## src/rtl/instr_mem_ctrl_pkg.sv

```systemverilog
// Shared definitions for the instruction memory controller and the CPU side.
// Latency: n/a (types and constants only).
// Backpressure: n/a.
package instr_mem_ctrl_pkg;

  // Default instruction width and memory depth, also used by the CPU.
  localparam int INSTR_W_DEF = 19;
  localparam int DEPTH_DEF   = 128;

  // The wait counter holds up to READ_LATENCY-1, and READ_LATENCY is at most 7.
  localparam int CNT_W = 3;

  // Controller states: program load, ready for a fetch, fetch in flight.
  typedef enum logic [1:0] {
    ST_LOAD = 2'd0,
    ST_IDLE = 2'd1,
    ST_WAIT = 2'd2
  } state_e;

endpackage

```

## src/rtl/instr_mem_ctrl_if.sv

```systemverilog
// Fetch and program-load bus between the CPU/loader (master) and the controller (slave).
// Latency: n/a (wires only).
// Backpressure: BUSYWAIT stalls the CPU; READY gates fetches until the program is loaded.
interface instr_mem_ctrl_if
  import instr_mem_ctrl_pkg::*;
#(
  parameter int INSTR_W = INSTR_W_DEF,
  parameter int DEPTH   = DEPTH_DEF
) ();

  localparam int AW = $clog2(DEPTH);

  // Fetch side
  logic [31:0]        PC;
  logic               READ;
  logic [INSTR_W-1:0] INSTRUCTION;
  logic               VALID;
  logic               BUSYWAIT;
  logic               FAULT;

  // Program-load side
  logic               LOAD_EN;
  logic [AW-1:0]      LOAD_ADDR;
  logic [INSTR_W-1:0] LOAD_DATA;
  logic               LOAD_DONE;
  logic               READY;

  modport master (
    output PC, READ, LOAD_EN, LOAD_ADDR, LOAD_DATA, LOAD_DONE,
    input  INSTRUCTION, VALID, BUSYWAIT, FAULT, READY
  );

  modport slave (
    input  PC, READ, LOAD_EN, LOAD_ADDR, LOAD_DATA, LOAD_DONE,
    output INSTRUCTION, VALID, BUSYWAIT, FAULT, READY
  );

endinterface

```

## src/rtl/instr_mem_ctrl_imem_array.sv

```systemverilog
// Instruction storage: DEPTH x INSTR_W, one synchronous write port, one asynchronous read port.
// Latency: write lands at the clock edge; read is combinational.
// Backpressure: none; contents are never cleared by reset.
module instr_mem_ctrl_imem_array
  import instr_mem_ctrl_pkg::*;
#(
  parameter int INSTR_W = INSTR_W_DEF,
  parameter int DEPTH   = DEPTH_DEF,
  parameter int AW      = $clog2(DEPTH)
) (
  input  logic               clk_i,
  input  logic               wr_en_i,
  input  logic [AW-1:0]      wr_addr_i,
  input  logic [INSTR_W-1:0] wr_data_i,
  input  logic [AW-1:0]      rd_addr_i,
  output logic [INSTR_W-1:0] rd_data_o
);

  logic [INSTR_W-1:0] mem_q [DEPTH];

  // Program-load write; deliberately no reset so a loaded program survives RESET.
  always_ff @(posedge clk_i) begin
    if (wr_en_i) begin
      mem_q[wr_addr_i] <= wr_data_i;
    end
  end

  assign rd_data_o = mem_q[rd_addr_i];

endmodule

```

## src/rtl/instr_mem_ctrl.sv

```systemverilog
// Instruction memory controller: program-load phase, then fixed-latency fetches with fault flag.
// Latency: VALID rises READ_LATENCY edges after the accepting edge, one fetch per READ_LATENCY+1 cycles.
// Backpressure: BUSYWAIT follows READ while loading or idle and is held high while a fetch is in flight.
module instr_mem_ctrl
  import instr_mem_ctrl_pkg::*;
#(
  parameter int INSTR_W      = INSTR_W_DEF,
  parameter int DEPTH        = DEPTH_DEF,
  parameter int READ_LATENCY = 2
) (
  input  logic              CLK,
  input  logic              RESET,
  instr_mem_ctrl_if.slave   bus
);

  localparam int AW = $clog2(DEPTH);
  localparam logic [CNT_W-1:0] CNT_LOAD = CNT_W'(READ_LATENCY - 1);

  state_e             state_q;
  logic [CNT_W-1:0]   cnt_q;
  logic [31:0]        pc_q;
  logic [INSTR_W-1:0] instr_q;
  logic               valid_q;
  logic               fault_q;

  logic               wr_en;
  logic               pc_oor;
  logic [INSTR_W-1:0] rd_data;

  // Loads are only honoured during the load phase; stray strobes later are dropped.
  assign wr_en  = (state_q == ST_LOAD) && bus.LOAD_EN;
  assign pc_oor = (pc_q >= 32'(DEPTH));

  instr_mem_ctrl_imem_array #(
    .INSTR_W (INSTR_W),
    .DEPTH   (DEPTH)
  ) u_imem_array (
    .clk_i     (CLK),
    .wr_en_i   (wr_en),
    .wr_addr_i (bus.LOAD_ADDR),
    .wr_data_i (bus.LOAD_DATA),
    .rd_addr_i (pc_q[AW-1:0]),
    .rd_data_o (rd_data)
  );

  // Controller FSM: load phase, fetch acceptance, latency countdown and registered result.
  always_ff @(posedge CLK) begin
    if (RESET) begin
      state_q <= ST_LOAD;
      cnt_q   <= '0;
      pc_q    <= '0;
      instr_q <= '0;
      valid_q <= 1'b0;
      fault_q <= 1'b0;
    end else begin
      valid_q <= 1'b0;
      fault_q <= 1'b0;
      case (state_q)
        ST_LOAD: begin
          if (bus.LOAD_DONE) begin
            state_q <= ST_IDLE;
          end
        end
        ST_IDLE: begin
          if (bus.READ) begin
            pc_q    <= bus.PC;
            cnt_q   <= CNT_LOAD;
            state_q <= ST_WAIT;
          end
        end
        ST_WAIT: begin
          if (cnt_q == '0) begin
            instr_q <= pc_oor ? '0 : rd_data;
            fault_q <= pc_oor;
            valid_q <= 1'b1;
            state_q <= ST_IDLE;
          end else begin
            cnt_q <= cnt_q - 1'b1;
          end
        end
        default: begin
          state_q <= ST_LOAD;
        end
      endcase
    end
  end

  // A request seen while loading or idle stalls the CPU in that same cycle.
  assign bus.BUSYWAIT    = (state_q == ST_WAIT) ? 1'b1 : bus.READ;
  assign bus.READY       = (state_q != ST_LOAD);
  assign bus.INSTRUCTION = instr_q;
  assign bus.VALID       = valid_q;
  assign bus.FAULT       = fault_q;

endmodule
```

## src/flat_wrapper.sv

```systemverilog
// flat-port wrapper written by rule: the top's interface ports become plain ports
module instr_mem_ctrl_flat import instr_mem_ctrl_pkg::*;
#(
  parameter int INSTR_W      = INSTR_W_DEF,
  parameter int DEPTH        = DEPTH_DEF,
  parameter int READ_LATENCY = 2
)
  (CLK, RESET, bus_PC, bus_READ, bus_LOAD_EN, bus_LOAD_ADDR, bus_LOAD_DATA, bus_LOAD_DONE, bus_INSTRUCTION, bus_VALID, bus_BUSYWAIT, bus_FAULT, bus_READY);
  instr_mem_ctrl_if #(.INSTR_W(INSTR_W), .DEPTH(DEPTH)) bus_i ();
  input  logic CLK;
  input  logic RESET;
  input wire logic [$bits(bus_i.PC)-1:0] bus_PC;
  input wire logic [$bits(bus_i.READ)-1:0] bus_READ;
  input wire logic [$bits(bus_i.LOAD_EN)-1:0] bus_LOAD_EN;
  input wire logic [$bits(bus_i.LOAD_ADDR)-1:0] bus_LOAD_ADDR;
  input wire logic [$bits(bus_i.LOAD_DATA)-1:0] bus_LOAD_DATA;
  input wire logic [$bits(bus_i.LOAD_DONE)-1:0] bus_LOAD_DONE;
  output wire logic [$bits(bus_i.INSTRUCTION)-1:0] bus_INSTRUCTION;
  output wire logic [$bits(bus_i.VALID)-1:0] bus_VALID;
  output wire logic [$bits(bus_i.BUSYWAIT)-1:0] bus_BUSYWAIT;
  output wire logic [$bits(bus_i.FAULT)-1:0] bus_FAULT;
  output wire logic [$bits(bus_i.READY)-1:0] bus_READY;
  assign bus_i.PC = bus_PC;
  assign bus_i.READ = bus_READ;
  assign bus_i.LOAD_EN = bus_LOAD_EN;
  assign bus_i.LOAD_ADDR = bus_LOAD_ADDR;
  assign bus_i.LOAD_DATA = bus_LOAD_DATA;
  assign bus_i.LOAD_DONE = bus_LOAD_DONE;
  assign bus_INSTRUCTION = bus_i.INSTRUCTION;
  assign bus_VALID = bus_i.VALID;
  assign bus_BUSYWAIT = bus_i.BUSYWAIT;
  assign bus_FAULT = bus_i.FAULT;
  assign bus_READY = bus_i.READY;
  instr_mem_ctrl #(.INSTR_W(INSTR_W), .DEPTH(DEPTH), .READ_LATENCY(READ_LATENCY)) u_core (.CLK(CLK), .RESET(RESET), .bus(bus_i));
endmodule
```

## config.mk

```make
export PLATFORM = sky130hd
export DESIGN_NAME = instr_mem_ctrl_flat
export DESIGN_NICKNAME = d
export VERILOG_FILES = /design/src/rtl/instr_mem_ctrl_pkg.sv /design/src/rtl/instr_mem_ctrl_if.sv /design/src/rtl/instr_mem_ctrl_imem_array.sv /design/src/rtl/instr_mem_ctrl.sv /design/src/flat_wrapper.sv
export SDC_FILE = /design/constraint.sdc
export NUM_CORES = 2
export LEC_CHECK = 0
export BUFFER_PORTS_ARGS = -buffer_cell sky130_fd_sc_hd__buf_2
export CORE_AREA = 2 2 368 462
export CTS_CLUSTER_DIAMETER = 80
export DETAILED_ROUTE_END_ITERATION = 10
export DIE_AREA = 0 0 370 464
export PLACE_DENSITY = 0.77
export SLEW_MARGIN = 20
export SYNTH_ARGS = -nofsm -noshare
export SYNTH_HDL_FRONTEND = slang
export SYNTH_HIERARCHICAL = 1
export SYNTH_SLANG_ARGS = --single-unit
```

## constraint.sdc

```tcl
create_clock -name CLK -period 3.1 [get_ports CLK]
set_input_delay 0.31 -clock CLK [delete_from_list [all_inputs] [get_ports CLK]]
set_output_delay 0.31 -clock CLK [all_outputs]
set_load 0.1 [all_outputs]
```

# Word-level counts from Yosys, hierarchy flattened

Memory sizes are Yosys's and may differ from the RTL's. A register that Yosys moved wholly into a read port is not among the register bits.
Cells that the tools add are included.

Add/sub/neg operators: 1
Order comparisons: 1
Equality and inequality tests: 6
Muxes and demuxes: 14
Bitwise operators: 2
Reductions and logical operators: 11

Operators by type and width:

| operator                                                                 | number |
|---|---|
| 32-bit by 8-bit >= comparator with 1-bit output (second input constant)  | 1 |
| 19-bit 2-to-1 mux                                                        | 1 |
| 7-bit 2-to-1 mux                                                         | 2 |
| 2-bit 2-to-1 mux                                                         | 3 |
| 3-bit 2-to-1 mux                                                         | 2 |
| 2-bit inequality test (second input constant)                            | 3 |
| 2-bit one-hot mux with 3 select lines                                    | 1 |
| 3-bit one-hot mux with 2 select lines                                    | 1 |
| 3-bit AND reduction                                                      | 2 |
| 1-bit 2-to-1 mux                                                         | 4 |
| 2-bit AND reduction                                                      | 2 |
| 2-bit nonzero test                                                       | 2 |
| 3-bit logical NOT                                                        | 1 |
| 3-bit OR reduction                                                       | 1 |
| 3-bit by 1-bit subtractor with 3-bit output (second input constant)      | 1 |
| 2-bit by 1-bit equality test with 1-bit output (second input constant)   | 1 |
| 2-bit equality test (second input constant)                              | 1 |
| 2-bit logical NOT                                                        | 1 |
| 2-bit by 1-bit inequality test with 1-bit output (second input constant) | 1 |
| 1-bit inverter                                                           | 2 |
| 2-bit OR reduction                                                       | 1 |
| 1-bit logical AND                                                        | 1 |

Flip-flop bits (word level): 58
RAM bits: 2,432
Input port bits: 63
Output and inout port bits: 23
Memories kept: 1

Memories:

| name                      | depth | width | rd ports | clocked after Yosys merged registers in | write ports | line                            | text |
|---|---|---|---|---|---|---|---|
| u_core.u_imem_array.mem_q | 128   | 19    | 1        | 1                                       | 1           | instr_mem_ctrl_imem_array.sv:19 | `logic [INSTR_W-1:0] mem_q [DEPTH];` |

# Longest topological paths before layout

Depth in word-level cells: 4
Mapped depth: 9

# By module

Netlist, hierarchy kept.

By module, submodules not included:

| module                    | times used | cells each | area each (um^2) | sequential area each (um^2) |
|---|---|---|---|---|
| instr_mem_ctrl_imem_array | 1          | 3,612      | 92,757.7         | 73,030.0 |
| instr_mem_ctrl            | 1          | 228        | 2,069.5          | 1,161.1 |

# Worst setup path before layout

Ideal clock, no wire load.

Kind: reg-to-reg
Start: reg u_core.state_q[1]
End: mem u_core/u_imem_array/mem_q[98][0] (netlist name) (enable)
Setup time: 0.419 ns
Arrival time: 2.933 ns
Required time: 2.681 ns
Path slack: -0.252 ns
Stages on the path, launching flop included: 6
Buffers on the path: 1
Cell sequence: dfxtp_1 > or2_2 > nor2_1 > clkbuf_1 > nand4_1 > nor3_1

Longest elaborated chain between the ends: 4

Ends and longest elaborated chain:

| what                                   | line                            | text |
|---|---|---|
| start: declaration                     | instr_mem_ctrl.sv:19            | `state_e state_q;` |
| start signal: assignment               | instr_mem_ctrl.sv:49            | `state_q <= ST_LOAD;` |
| start signal: assignment               | instr_mem_ctrl.sv:61            | `state_q <= ST_IDLE;` |
| start signal: assignment               | instr_mem_ctrl.sv:68            | `state_q <= ST_WAIT;` |
| 2-bit logical NOT                      | instr_mem_ctrl.sv:31            | `assign wr_en = (state_q == ST_LOAD) && bus.LOAD_EN;` |
| 1-bit logical AND                      | instr_mem_ctrl.sv:31            |  |
| via u_core.wr_en                       | instr_mem_ctrl.sv:26            | `logic wr_en;` |
| 1-bit 2-to-1 mux                       | instr_mem_ctrl_imem_array.sv:23 | `if (wr_en_i) begin` |
| 1-bit 2-to-1 mux (implied by the code) | instr_mem_ctrl_imem_array.sv:24 | `mem_q[wr_addr_i] <= wr_data_i;` |
| end: declaration                       | instr_mem_ctrl_imem_array.sv:19 |  |

The timed path passes the listed nets, and every way through them passes these cells.

# Final worst setup path

Start: reg u_core.pc_q[0]
End: reg u_core.instr_q[8] (netlist: u_core/bus.INSTRUCTION[8])

Longest elaborated chain between the ends: 2

Ends and longest elaborated chain:

| what                                            | line                 | text |
|---|---|---|
| start: declaration                              | instr_mem_ctrl.sv:21 | `logic [31:0] pc_q;` |
| start signal: assignment                        | instr_mem_ctrl.sv:66 | `pc_q <= bus.PC;` |
| 32-bit by 8-bit >= comparator with 1-bit output | instr_mem_ctrl.sv:32 | `assign pc_oor = (pc_q >= 32'(DEPTH));` |
| 19-bit 2-to-1 mux                               | instr_mem_ctrl.sv:73 | `instr_q <= pc_oor ? '0 : rd_data;` |
| end signal: assignment                          | instr_mem_ctrl.sv:73 |  |
| end: declaration                                | instr_mem_ctrl.sv:22 | `logic [INSTR_W-1:0] instr_q;` |

Every way passes these cells.
A chain may end at the register's enable or synchronous reset.

==> key figures <==
Clock network
  • CTS tree: built
  • Root cell of the clock tree: clkbuf_16
  • TritonCTS buffer count: 217
  • CTS max path bufs: 3
  • # clock sinks: 2490
  • Later-pin clock latency in the skew report: 0.87 ns
  • H-tree Lvls: 4
  • Reg clk slew, reported paths: 0.08 ns

STA
  • Setup Viol. Count Final: 19
  • Fmax: 292 MHz
  • Final Hold Fails: 0
  • RSZ-0062 raised after global routing: yes
  • Max-Slew Margin vs Limit: 30.5%
  • Total negative slack: -5.40 ns
  • Minimum clock period: 3.43 ns
  • Max-slew violation count: 0
  • Final WS setup: -0.326 ns
  • Clock Skew: 0.0330 ns
  • Period utilization: 111%
  • Slew of the pin with the lowest slew margin: 1.04 ns

Global routing
  • Pin count of the biggest net entering global routing: 111
  • Vias in the first global route: 48000
  • Global-route wire length before repair: 360 mm
  • Total GRT Usage: 30.3%
  • Initial antenna violation count: 26
  • GR Overflow Total: 0

Pwr
  • Pint: 0.0527 W
  • Lkg Pwr: 33.7 nW
  • Sw Ratio: 21.2%
  • Worst VDD drop: 0.716 mV
  • Sequential power share: 55.4%
  • Clk pwr share: 39.8%
  • Switch Pwr: 0.0142 W
  • Combinational power share: 4.8%
  • P per Cell Area: 606 nW/um^2

Detailed routing
  • Post-route DRC: 0
  • Routed WL: 257 mm
  • DR vias: 46900
  • Drt pass-1 iters: 6
  • Remaining antenna violation count: 0
  • Starting DRT DRC Count: 7389
  • Vias per cell: 6.86
  • Avg WL per Cell: 37.6 um

Synthesis
  • Syn_nets: 3905
  • Sequential share of the synthesized area: 78.2%
  • Cell variety after synth: 34
  • Mapped Avg Cell Area: 24.7 sq um
  • Top post-synthesis cells by area: edfxtp_1, mux4_2, dfxtp_1, nor2_1, clkbuf_1
  • FF+latch count, synth: 2490
  • Synth warn: 6
  • Yosys top cell by area: edfxtp_1
  • Synthesized area: 94800 sq um
  • Mapped Cells: 3840
  • Post-synth top area share: 77.0%

Layout
  • FF/Latch Area: 74200 sq um
  • Cell area after layout: 110000 sq um
  • Layout cells sized above 1: 38.5%
  • Final std cells w/o fill: 6834
  • P&R area growth vs syn: 16.3%
  • Fin nets: 4492
  • Multi-input combinational cell area: 20100 sq um
  • Fill cells: 9687

Place
  • GP Congestion: 0.827
  • PortBufs: 85
  • Dpl hpwl: 140 mm
  • Cells after DPL: 6310
  • Area after DPL: 102000 sq um

Critical path
  • Startpoint Class: register
  • Worst-path fanout max: 16
  • Cell chain of the critical path: buf_12, buf_12, buf_4, clkbuf_16, mux4_2, mux4_2, mux4_2, mux2_4, a22o_2
  • CP Buf/Inv Count: 4
  • CP peak stage delay: 0.57 ns
  • Delay-heaviest family, CP: multiplexers
  • CP endpoint kind: register
  • CP max stage cell: mux4_2
  • Worst path arrival time: 4.18 ns
  • Crit Path Category: reg2reg
  • Critical Path RT: 3.85 ns
  • Most frequent CP cell: mux4_2

Floorplanning
  • FP Rows: 168
  • Die X: 370 um
  • # IOs: 86
  • Placeable Area: 167000 sq um
  • Die ar.: 172000 sq um
  • Die Y: 464 um
  • Initial Utilization: 56.7%

Status
  • Failing checks: setup timing
  • Status: finished with violations

Job
  • # Max-Cap Violations: 0

Worst hold path
  • Min-Delay Path Class: in2reg
-- cell usage after synthesis --
cell type / n
nor2b_1: 9
a211oi_1: 1
o2bb2ai_1: 1
buf_1: 27
or4_4: 1
mux2_2: 19
nor3_1: 11
buf_6: 5
nand2b_1: 4
o31a_2: 1
a22o_2: 10
ha_1: 2
nand2_1: 80
nor3b_1: 1
or2_2: 2
nand4_1: 4
nand3b_1: 1
inv_1: 4
nand3_1: 13
nor4bb_1: 1
clkbuf_1: 122
mux4_2: 798
nor2_1: 130
nor4_1: 4
or3_1: 1
buf_2: 42
nor4_4: 1
a22o_1: 9
dfxtp_1: 58
a21oi_1: 34
edfxtp_1: 2432
buf_4: 10
and3b_1: 1
xor2_1: 1
-- metal layers --
metal  up-vias  global-route usage, %  wire length, um
li1      17800                      -                -
met4        24                   13.5            12800
met3       667                   8.03            32300
met2      3747                   48.7           127000
met1     24700                   39.1            84400
met5         -                      0              162
-- power by group through the flow --
stage | clock network [W] | logic [W] | registers [W]
2_1_floorplan | 0 | 0.00139 | 0.0378
3_3_place_gp | 0 | 0.00285 | 0.0378
3_5_place_dp | 0 | 0.00293 | 0.0378
4_1_cts | 0.0267 | 0.00315 | 0.0370
5_1_grt | 0.0279 | 0.00330 | 0.0370
6_report | 0.0266 | 0.00321 | 0.0370
-- registers in the layout (all words and copies together) (netlist names) --
register and cells:
u_core/u_imem_array/mem_q 2432, u_core/pc_q 32, u_core/bus.INSTRUCTION 19, u_core/cnt_q 3, u_core/state_q 2, u_core/bus.FAULT 1, u_core/bus.VALID 1
-- logic make-up (layout without fill, tap and decap cells) --
group | Yosys count | in the layout | share of synthesized area [%]
flops | 2490 | 2490 | 78.2
mux | 817 | 817 | 19.2
simple gates | 264 | 264 | 1.19
buf+inv | 210 | 986 | 0.966
compound gates | 56 | 56 | 0.396
fa+ha+maj | 2 | 2 | 0.0264
xor+xnor | 1 | 1 | 0.00924
other cells | 0 | 8 | 0
-- stage by stage --
stage,hold WS (ns),setup WS [ns],power [W],utilization (%)
floorplan,0.409,-0.252,0.0392,-
global placement,0.445,-0.410,0.0406,60.9
detailed placement,0.450,-0.418,0.0407,60.9
CTS,0.0107,-0.303,0.0669,65.9
global route,0.0538,-0.333,0.0682,66.0
finish,0.0188,-0.326,0.0668,66.0
-- path summary, 6_finish.rpt --
| path | start | cells past startpoint | end | slack (ns) |
|---|---|---|---|---|
| hold / removal | bus_LOAD_DATA[10] | 1 | u_core/u_imem_array/mem_q[10][10]$_DFFE_PP_ | 0.02 |
| hold reg to reg | u_core/pc_q[15]$_SDFFE_PP0P_ | 2 | u_core/pc_q[15]$_SDFFE_PP0P_ | 0.48 |
| setup reg to reg | u_core/pc_q[0]$_SDFFE_PP0P_ | 9 | u_core/bus.INSTRUCTION[8]$_SDFFE_PP0P_ | -0.33 |
| setup / recovery | u_core/pc_q[0]$_SDFFE_PP0P_ | 9 | u_core/bus.INSTRUCTION[8]$_SDFFE_PP0P_ | -0.33 |
-- cell type report --
class / instances / area share (%)
diodes: 8 / 0.0182
clock buffers: 270 / 5.18
flip-flops and latches: 2490 / 67.3
well taps: 2210 / 2.51
clock inverters: 138 / 1.08
multi-input cells: 1140 / 18.3
repair buffers: 574 / 5.64
inverters: 4 / 0.0136
-- layout by cell type (no fill, tap or decap), types with 15 or more instances in the layout --
master	netlist	layout
edfxtp_1	2432	2432
mux4_2	798	798
buf_4	10	284
clkbuf_16	0	222
nor2_2	0	120
buf_12	0	111
nand2_1	80	80
dlygate4sd3_1	0	69
buf_2	42	66
clkinv_1	0	57
dfxtp_1	58	52
clkbuf_1	122	48
clkinv_2	0	35
a21oi_1	34	34
buf_6	5	20
buf_16	0	16
bufinv_16	0	15
-- what timing repair did --
action                                  CTS  global route
endpoints found under the setup margin   19            19
gates cloned                              9             2
setup buffers                            25             4
hold buffers                             69             0
resized for setup                        60             7
endpoints found under the hold margin   238             0
Note: power is estimated with default switching activity, not from simulation.
